<file path="src/rtl/serial_adder_seq_pkg.sv">
// Shared definitions for the digit-serial adder/subtractor: state encoding
// constants and the FSM state type built on them.
package serial_adder_seq_pkg;

    localparam logic [1:0] ST_IDLE = 2'd0;
    localparam logic [1:0] ST_RUN  = 2'd1;
    localparam logic [1:0] ST_DONE = 2'd2;

    typedef enum logic [1:0] {
        IDLE = ST_IDLE,
        RUN  = ST_RUN,
        DONE = ST_DONE
    } state_t;

endpackage

</file>
<file path="src/rtl/serial_adder_seq_cell.sv">
// One-bit full adder built from two half adders whose carries are ORed.
module full_adder_cell (
    input  logic a,
    input  logic b,
    input  logic cin,
    output logic sum,
    output logic cout
);

    logic ha1_sum;
    logic ha1_carry;
    logic ha2_carry;

    assign ha1_sum   = a ^ b;
    assign ha1_carry = a & b;
    assign sum       = ha1_sum ^ cin;
    assign ha2_carry = ha1_sum & cin;
    assign cout      = ha1_carry | ha2_carry;

endmodule

</file>
<file path="src/rtl/serial_adder_seq.sv">
// Multi-cycle adder/subtractor: DIGIT bits per clock, LSB first, with a
// start/busy/done handshake. Result and flags hold until the next accepted start.
module serial_adder_seq
    import serial_adder_seq_pkg::*;
#(
    parameter int WIDTH = 8,
    parameter int DIGIT = 1
) (
    input  logic             clk,
    input  logic             rst,
    input  logic             start,
    input  logic [WIDTH-1:0] a,
    input  logic [WIDTH-1:0] b,
    input  logic             sub,
    output logic             busy,
    output logic             done,
    output logic [WIDTH-1:0] sum,
    output logic             carry,
    output logic             overflow
);

    localparam int NDIG = WIDTH / DIGIT;
    localparam int CW   = $clog2(NDIG) + 1;

    state_t           state;
    logic [CW-1:0]    cnt;
    logic [WIDTH-1:0] a_sh;
    logic [WIDTH-1:0] b_sh;
    logic             run_c;
    logic [DIGIT:0]   c_chain;
    logic [DIGIT-1:0] slice_sum;
    logic             last_slice;

    // Ripple chain for the current digit; the shift registers present the
    // next DIGIT operand bits at their low end each cycle.
    assign c_chain[0] = run_c;

    for (genvar i = 0; i < DIGIT; i++) begin : g_fa
        full_adder_cell u_fa (
            .a    (a_sh[i]),
            .b    (b_sh[i]),
            .cin  (c_chain[i]),
            .sum  (slice_sum[i]),
            .cout (c_chain[i+1])
        );
    end

    assign last_slice = (cnt == CW'(NDIG - 1));

    always_ff @(posedge clk) begin
        if (rst) begin
            state    <= IDLE;
            busy     <= 1'b0;
            done     <= 1'b0;
            sum      <= '0;
            carry    <= 1'b0;
            overflow <= 1'b0;
            cnt      <= '0;
            a_sh     <= '0;
            b_sh     <= '0;
            run_c    <= 1'b0;
        end else begin
            case (state)
                IDLE, DONE: begin
                    done <= 1'b0;
                    // Subtraction is A + ~B + 1, so sub doubles as the initial carry.
                    if (start) begin
                        a_sh     <= a;
                        b_sh     <= sub ? ~b : b;
                        run_c    <= sub;
                        cnt      <= '0;
                        sum      <= '0;
                        carry    <= 1'b0;
                        overflow <= 1'b0;
                        busy     <= 1'b1;
                        state    <= RUN;
                    end else begin
                        busy  <= 1'b0;
                        state <= IDLE;
                    end
                end
                RUN: begin
                    for (int k = 0; k < NDIG; k++) begin
                        if (cnt == CW'(k)) begin
                            sum[k*DIGIT +: DIGIT] <= slice_sum;
                        end
                    end
                    a_sh  <= a_sh >> DIGIT;
                    b_sh  <= b_sh >> DIGIT;
                    run_c <= c_chain[DIGIT];
                    if (last_slice) begin
                        carry    <= c_chain[DIGIT];
                        overflow <= c_chain[DIGIT] ^ c_chain[DIGIT-1];
                        busy     <= 1'b0;
                        done     <= 1'b1;
                        state    <= DONE;
                    end else begin
                        cnt <= cnt + CW'(1);
                    end
                end
                default: begin
                    busy  <= 1'b0;
                    done  <= 1'b0;
                    state <= IDLE;
                end
            endcase
        end
    end

endmodule

</file>
<file path="config.mk">
export PLATFORM = sky130hd
export DESIGN_NAME = serial_adder_seq
export DESIGN_NICKNAME = d
export VERILOG_FILES = /design/src/rtl/serial_adder_seq_pkg.sv /design/src/rtl/serial_adder_seq_cell.sv /design/src/rtl/serial_adder_seq.sv
export SDC_FILE = /design/constraint.sdc
export NUM_CORES = 1
export LEC_CHECK = 0
export CORE_MARGIN = 2
export CORE_UTILIZATION = 50
export CTS_CLUSTER_SIZE = 12
export DETAILED_ROUTE_END_ITERATION = 7
export PLACE_DENSITY = 0.77
export REMOVE_ABC_BUFFERS = 1
export SETUP_SLACK_MARGIN = 0.4
export SLEW_MARGIN = 40
export SYNTH_ARGS = -nofsm -noshare
export SYNTH_HDL_FRONTEND = slang
export SYNTH_SLANG_ARGS = --single-unit
</file>
<file path="constraint.sdc">
create_clock -name clk -period 1.6 [get_ports clk]
set_input_delay 0.16 -clock clk [delete_from_list [all_inputs] [get_ports clk]]
set_output_delay 0.16 -clock clk [all_outputs]
set_load 0.02 [all_outputs]
</file>
# Word level (Yosys, flattened, before mapping)
# Cells that the tools add are included.
[word_totals]
ff_bits = 35
[classes]
add_sub_neg = 1
eq_ne = 19
mux = 31
bitwise = 8
n_reduce_logical = 15
[op_table]
columns = ["operator", "count"]
rows = [
  ["$pmux 8 s2", 3],
  ["$mux 8", 4],
  ["$reduce_and 3->1", 9],
  ["$ne 2x2->1 const B", 10],
  ["$eq 4x3->1 const B", 4],
  ["$mux 1", 15],
  ["$eq 4x2->1 const B", 2],
  ["$mux 4", 2],
  ["$not 8->8", 1],
  ["$pmux 1 s2", 4],
  ["$pmux 4 s2", 1],
  ["$add 4x1->4 const B", 1],
  ["$eq 4x1->1 const B", 1],
  ["$logic_not 4->1", 1],
  ["$pmux 2 s2", 1],
  ["$reduce_or 2->1", 2],
  ["$xor 1x1->1", 3],
  ["$and 1x1->1", 2],
  ["$eq 2x1->1 const B", 1],
  ["$eq 2x2->1 const B", 1],
  ["$logic_not 2->1", 1],
  ["$mux 2", 1],
  ["$reduce_and 2->1", 1],
  ["$reduce_bool 2->1", 1],
  ["other kinds (2)", 2],
]

# Logic depth before layout (Yosys ltp)
# Gate-level depths: netlist of the first run.
[logic_depth]
depth_word = 6
depth_mapped = 5

# Hierarchy
# A second synthesis of the first run with hierarchy kept.
[hier_totals]
cells_unflattened = 191
area_unflattened_um2 = 1707.9
[by_module_without_submodules]
columns = ["module", "n_inst", "cells_per_inst", "area_each_um2", "seq_area_each_um2"]
rows = [
  ["serial_adder_seq", 1, 190, 1687.9, 700.7],
  ["full_adder_cell", 1, 1, 20.0, 0.0],
]

# Worst setup path before layout of the first run
# No wires, ideal clock.
[synth_path]
path_type = "register to register"
start = "register cnt[0]"
end = "register cnt[3]"
arrival_ns = 1.370
setup_slack_ns = 0.156
path_stages_with_launch = 6
path_buffers = 1
synth_period_minus_slack_ns = 1.444
cell_sequence = "dfxtp_1 -> ha_1 -> clkbuf_1 -> nand2_1 -> or4b_1 -> a31oi_1"
[synth_between]
elab_chain_cells = 3
word_cells_on_any_way = 6
cone_classes = "add/sub (1); eq/ne (2); mux (2); reduce/logical (1)"
[synth_rtl]
columns = ["element", "line_no", "source"]
rows = [
  ["start, declared", "serial_adder_seq.sv:26", "logic [CW-1:0] cnt;"],
  ["start signal, assigned", "serial_adder_seq.sv:98", "cnt <= cnt + CW'(1);"],
  ["$add 4x1->4 or $eq 4x3->1 (tied branches)", "serial_adder_seq.sv:98, serial_adder_seq.sv:48", ""],
  ["$mux 4 or $ne 2x2->1 (tied branches)", "n/a", ""],
  ["$pmux 4 s2 or $reduce_and 3->1 (tied branches)", "n/a", ""],
]
# Parallel ways exist; a longest one is shown, timed or not. The select of a mux whose other input is x is not followed.
# A chain may end at the register's enable or synchronous reset.

# Final worst setup path of the first run
# Ends and elaborated chain as after synthesis.

==> metrics, run 1 <==
status finished clean; Highest Clock Rate slightly below 800 MHz; DRT Pass-1 Iters 4; Syn Std Cell Area approximately 0.0016 mm^2; wire per inst ~15 um; core area ~0.003 mm^2; Starting Density between 50 and 60%; Hold WC Path Type input pin to register; Post-synth ARST share 0%; final setup fails 0; Hold WS approximately 0.40 ns; First DRT Iteration DRCs 101; Syn Inst Count about 180; post-synth top area cell dfxtp_1; GP Congestion between 0.8 and 0.9; Max Transition Viols Final 0; Synth top area share 43.1%; Worst VDD drop 0.604 mV; Synth Register Bits 35; Die Ht just over 60 um; most common cell after layout, fill and taps aside dfxtp_1; Critical Path Source Type register; CTS buffer count 5; Crit Path Category register to register; Clk pin slew, worst setup/hold paths ~0.11 ns; critical path's top delay family simple AND/OR/NAND/NOR gates; worst path buffer plus inverter count 0; total clock sinks 35; Clock Power Share between 20% and 30%; Vias/cell between 5 and 6; CTS Hold Bufs 0; WL final 3990 um; Antenna diodes 0; worst clock skew 0.0117 ns; ys flop type dfxtp_1; layout cell share with drive strength beyond 1 26.1%; synth top area cells dfxtp_1, nand3_1, a21oi_1; sw frac 28.1%; die width 61.0 um; via total after detailed routing ~1500; yosys warns 0; CP max stage cell or4b_1; Comb pwr share 18.9%; register area share after synthesis about 43%; Tcrit/Tclk final approximately 80%; Int Power roughly 1.2 mW; average instance area after synthesis roughly 8.9 um^2; Critical Path End Type register; Setup TNS 0 ns; CTS tree built; die area ~0.0037 mm^2; CTS Buffer Depth 2; Rel. slew slack between 60 and 70%; IO Count 32; H-Tree Depth 2; antenna viol nets, final 0; GRT Total Usage between 20% and 30%; Synth-to-Final Area Change 36.8%; largest net degree at the start of global routing 34; nets@finish 246; critical path arrival about 1.6 ns; initial antenna violation count 0; Worst Tran Pin Value 0.467 ns; number of synthesized flops with an enable pin 0; pre-CTS WS between 0.04 and 0.05 ns; final worst-path setup slack ~0.31 ns; port buffer count 31; sequential share of power 54.2%; switching power ~490 uW; post-synth cell types 32; vias in the first global route roughly 1400; Fin. Hold Viols 0; worst-path cell chain ha_4 -> nand2_4 -> or4b_1 -> a31oi_1; Root Buffer clkbuf_4; critical path peak fanout 5; worst skew pair latency about 0.35 ns; first-pass GRT wire length between 6000 and 7000 um; Max-cap violations 0; RSZ-0062 raised after global routing yes; site row count 20; dpl hpwl about 2500 um; Power Density 776 mW/mm^2; leak pwr a little under 0.9 nW; DRC 0; worst path required time 1.88 ns; min cycle time layout 1.29 ns; most frequent cells in the layout dfxtp_1, nand3_1, a21oi_1, clkdlybuf4s50_1; total grt overflow 0; Largest stage delay, worst path roughly 0.44 ns
## cell families after synthesis
| family | share of synthesized area, % |
|---|---|
| AND/OR/NAND/NOR | 18.4 |
| buffers and inverters | 5.69 |
| adder cells (fa/ha/maj) | 4.31 |
| XOR/XNOR | 5.38 |
| multiplexers | 4.31 |
| AO/OA/AOI/OAI | 18.8 |
| flip-flops | 43.1 |
## cell type report
cell class	count	area, um^2
clock buffers	7	45.0
clock inverters	1	5.00
fillers	230	852
inverters	4	15.0
multi-input cells	125	932
flip-flops and latches	35	723
well taps	44	55.1
repair buffers	50	450
## per-layer routing
metal	vias up	part of all wire, %	GRT usage (%)
li1	740	-	-
met1	737	41	25.4
met2	41	53	37.1
met3	9	4.6	6.93
met4	0	1.8	9.94
met5	-	0	0
## flip-flops by register name, indices dropped and copies added (netlist names)
signal    cells
a_sh          8
b_sh          8
busy          1
carry         1
cnt           4
done          1
overflow      1
run_c         1
state         2
sum           8
## Yosys cell counts, drive strengths merged, types with 3 or more instances
library cell  count
nand3            27
mux2i             7
a21oi            23
clkbuf           11
ha                4
inv               3
buf               7
dfxtp            35
a22oi            15
nand4             3
nand2            12
o311ai            3
xor2             10
## worst paths after layout
kind	from	endpoint	slack, ns	cells past startpoint
setup reg to reg	cnt[0]$_SDFFE_PP0P_	cnt[3]$_SDFFE_PP0P_	0.31	4
hold reg to reg	a_sh[3]$_SDFFE_PP0P_	a_sh[3]$_SDFFE_PP0P_	0.47	2
hold / removal	a[7]	a_sh[7]$_SDFFE_PP0P_	0.40	3
setup / recovery	cnt[0]$_SDFFE_PP0P_	cnt[3]$_SDFFE_PP0P_	0.31	4
## repair_timing
action / CTS / global route
endpoints found under the setup margin: 45 / 47
gates resized for setup: 37 / 35
setup buffers: 6 / 3
cloned: 0 / 1
pin swaps: 1 / 4
## per-stage QoR
stage / instances / total power [mW] / utilization [%] / instance area, um^2
6_report: 266 / 1.73 / 72.3 / 2230
5_1_grt: 266 / 1.81 / 72.3 / 2230
4_1_cts: 262 / 1.71 / 69.6 / 2140
3_5_place_dp: 248 / 1.23 / 64.8 / 1990
3_3_place_gp: 248 / 1.22 / 64.8 / 1990
2_1_floorplan: 164 / 1.09 / - / 1550
## power groups by stage
stage	Combinational, mW	Clock (mW)	Sequential (mW)
2_1_floorplan	0.136	0	0.954
3_3_place_gp	0.265	0	0.955
3_5_place_dp	0.275	0	0.958
4_1_cts	0.297	0.475	0.940
5_1_grt	0.352	0.515	0.942
6_report	0.327	0.464	0.936
## tightest hold or removal path, cell delays in order
cell and delay [ns]:
clkdlybuf4s50_1 0.41, nand2_1 0.07, a21oi_1 0.05
Note: power is estimated with default switching activity, not from simulation.
==> run 2, diff against run 1 <==
--- a/config.mk
+++ b/config.mk
@@ -6,10 +6,10 @@
 export NUM_CORES = 1
 export LEC_CHECK = 0
 export CORE_MARGIN = 2
-export CORE_UTILIZATION = 50
+export CORE_UTILIZATION = 46
 export CTS_CLUSTER_SIZE = 12
 export DETAILED_ROUTE_END_ITERATION = 7
-export PLACE_DENSITY = 0.77
+export PLACE_DENSITY = 0.74
 export REMOVE_ABC_BUFFERS = 1
 export SETUP_SLACK_MARGIN = 0.4
 export SLEW_MARGIN = 40
==> constraint.sdc (replaced) <==
create_clock -name clk -period 1.1 [get_ports clk]
set_input_delay 0.11 -clock clk [delete_from_list [all_inputs] [get_ports clk]]
set_output_delay 0.11 -clock clk [all_outputs]
set_load 0.02 [all_outputs]
==> run 2 against run 1 <==
The run now ends with setup timing left. Die area rose by 8.1%. Combinational power rose to 2.7 times the previous value. Flip-flop and latch count did not move. Clock-buffer cell count rose by 1. First-iteration DRC count rose by 140%. Non-clock buffer count rose by 44. Critical path depth fell by 1. Critical path type unchanged. Critical endpoint is now sum[1]$_SDFFE_PP0P_. Largest cell class unchanged. Highest routed layer unchanged.
==> metrics, run 2 (same netlist as run 1, synthesis figures left out) <==
Worst VDD drop between 0.9 and 1 mV; Max-cap violations 0; Max Transition Viols Final 0; leak pwr 1.24 nW; CP endpoint sum[1]$_SDFFE_PP0P_; H-Tree Depth 2; first-pass GRT wire length ~7500 um; Min-Delay Path Depth 3; post-route cell area about 0.0031 mm^2; Vias/cell just over 6; Tcrit/Tclk final 126%; Crit Path Category register to register; most frequent cells in the layout buf_4, buf_6, clkdlybuf4s50_1, dfxtp_1, dfxtp_2; total clock sinks 35; CP max stage cell fa_2; core area about 0.0034 mm^2; WL final 7010 um; total grt overflow 0; Worst Tran Pin Value between 0.4 and 0.5 ns; pre-CTS WS -0.331 ns; Rel. slew slack just over 70%; GP Congestion ~0.8; worst-path cell chain fa_2 -> nand2_4 -> mux2i_1; port buffer count 31; RSZ-0062 raised after global routing yes; CTS tree built; Post-DP Area around 0.0022 mm^2; CTS Buffer Depth 2; vias in the first global route 1600; Top Registers a_sh (8), b_sh (8), sum (8); Root Buffer clkbuf_4; Critical Path Source Type register; Die Ht approximately 63 um; die area 0.00403 mm^2; CTS Hold Bufs 0; Largest stage delay, worst path around 0.63 ns; die width roughly 63 um; reg2reg path depth 3; R2R Path End sum[1]$_SDFFE_PP0P_; most common cell after layout, fill and taps aside buf_4; initial antenna violation count 0; Synth-to-Final Area Change 89.8%; critical path peak fanout 7; Hold WC Path Type input pin to register; Clk pin slew, worst setup/hold paths roughly 0.13 ns; CTS buffer count 5; worst clock skew between 0.02 and 0.025 ns; min cycle time layout roughly 1.4 ns; critical path arrival approximately 1.7 ns; site row count 21; Antenna diodes 0; Power Density approximately 1000 mW/mm^2; violated checks setup timing; via total after detailed routing ~1900; Highest Clock Rate about 700 MHz; IO Count 32; final worst-path setup slack -0.286 ns; largest net degree at the start of global routing 19; worst skew pair latency ~0.36 ns; RR Startpoint b_sh[0]$_SDFFE_PP0P_; flop2flop setup slack -0.29 ns; status finished with violations; GRT Total Usage about a quarter; worst path required time about 1.4 ns; dpl hpwl between 2000 and 3000 um; Worst Setup SP b_sh[0]$_SDFFE_PP0P_; final setup fails 35; antenna viol nets, final 0; layout cell share with drive strength beyond 1 60.2%; Fin. Hold Viols 0; wire per inst around 22 um; DRC 0; DRT Pass-1 Iters 5; Starting Density about half; nets@finish between 200 and 300; Critical Path End Type register; First DRT Iteration DRCs 241
## run 2: changes by cell type in the layout (fill, tap and decap cells not counted), sizes merged
| cell | previous run | this run |
|---|---|---|
| buf | 18 | 72 |
| clkdlybuf4s15 | 4 | 0 |
| clkbuf | 16 | 11 |
| clkinv | 2 | 1 |
## run 2: final cells by class
| type | instances | area (um^2) |
|---|---|---|
| Inverter | 4 | 15.0 |
| Fill cell | 123 | 277 |
| Timing Repair Buffer | 94 | 1010 |
| Clock buffer | 8 | 68.8 |
| Sequential cell | 35 | 732 |
| Multi-Input combinational cell | 125 | 1200 |
| Tap cell | 46 | 57.6 |
## run 2: stage by stage
step	power, mW	setup TNS [ns]	cells	utilization [%]	hold slack, ns
finish	3.12	-5.60	312	91.8	0.452
global route	3.19	-6.52	312	91.8	0.455
CTS	2.76	-2.38	292	76.4	0.308
detailed placement	1.88	-7.38	278	66.4	0.462
global placement	1.86	-5.60	278	66.4	0.448
floorplan	1.59	-11.39	164	-	0.179
## run 2: how the worst min path moves through the flow
stage                            startpoint              endpoint  slack, ns
after detailed placement  done$_SDFFE_PP0P_     done$_SDFFE_PP0P_       0.46
after global placement    done$_SDFFE_PP0P_     done$_SDFFE_PP0P_       0.45
final                                  a[1]  a_sh[1]$_SDFFE_PP0P_       0.45
after floorplan                         rst  a_sh[0]$_SDFFE_PP0P_       0.18
after global routing                   a[7]  a_sh[7]$_SDFFE_PP0P_       0.46
after CTS                              a[7]  a_sh[7]$_SDFFE_PP0P_       0.31
## run 2: critical path: cells and delay by family, from the launching register on
kind	cells	cell delay (ns)
and+or+nand+nor	1	0.09
muxes	1	0.21
adders and majority gates	1	0.63
DFF	1	0.36
## run 2: repair_timing
item                                   4_1_cts  5_1_grt
setup endpoints to repair                   47       47
buffers inserted                             4       15
pin swaps                                   12       28
gates resized for setup                    132       68
endpoints found under the hold margin        0        0
gates cloned                                 2        5
## run 2: routing by layer
metal  up-vias  routed length, um  track usage (%)
met3        22                495             5.00
met5         -                  0                0
met2       129               3490             40.0
met1       934               2800             29.7
met4         0                228             8.15
li1        830                  -                -
## run 2: power by group
part | internal, mW | switching (mW) | leakage, nW | total (mW)
sequential | 1.32 | 0.0646 | 0.295 | 1.39
combinational | 0.464 | 0.418 | 0.908 | 0.882
clock | 0.376 | 0.475 | 0.0386 | 0.852
total | 2.16 | 0.957 | 1.24 | 3.12
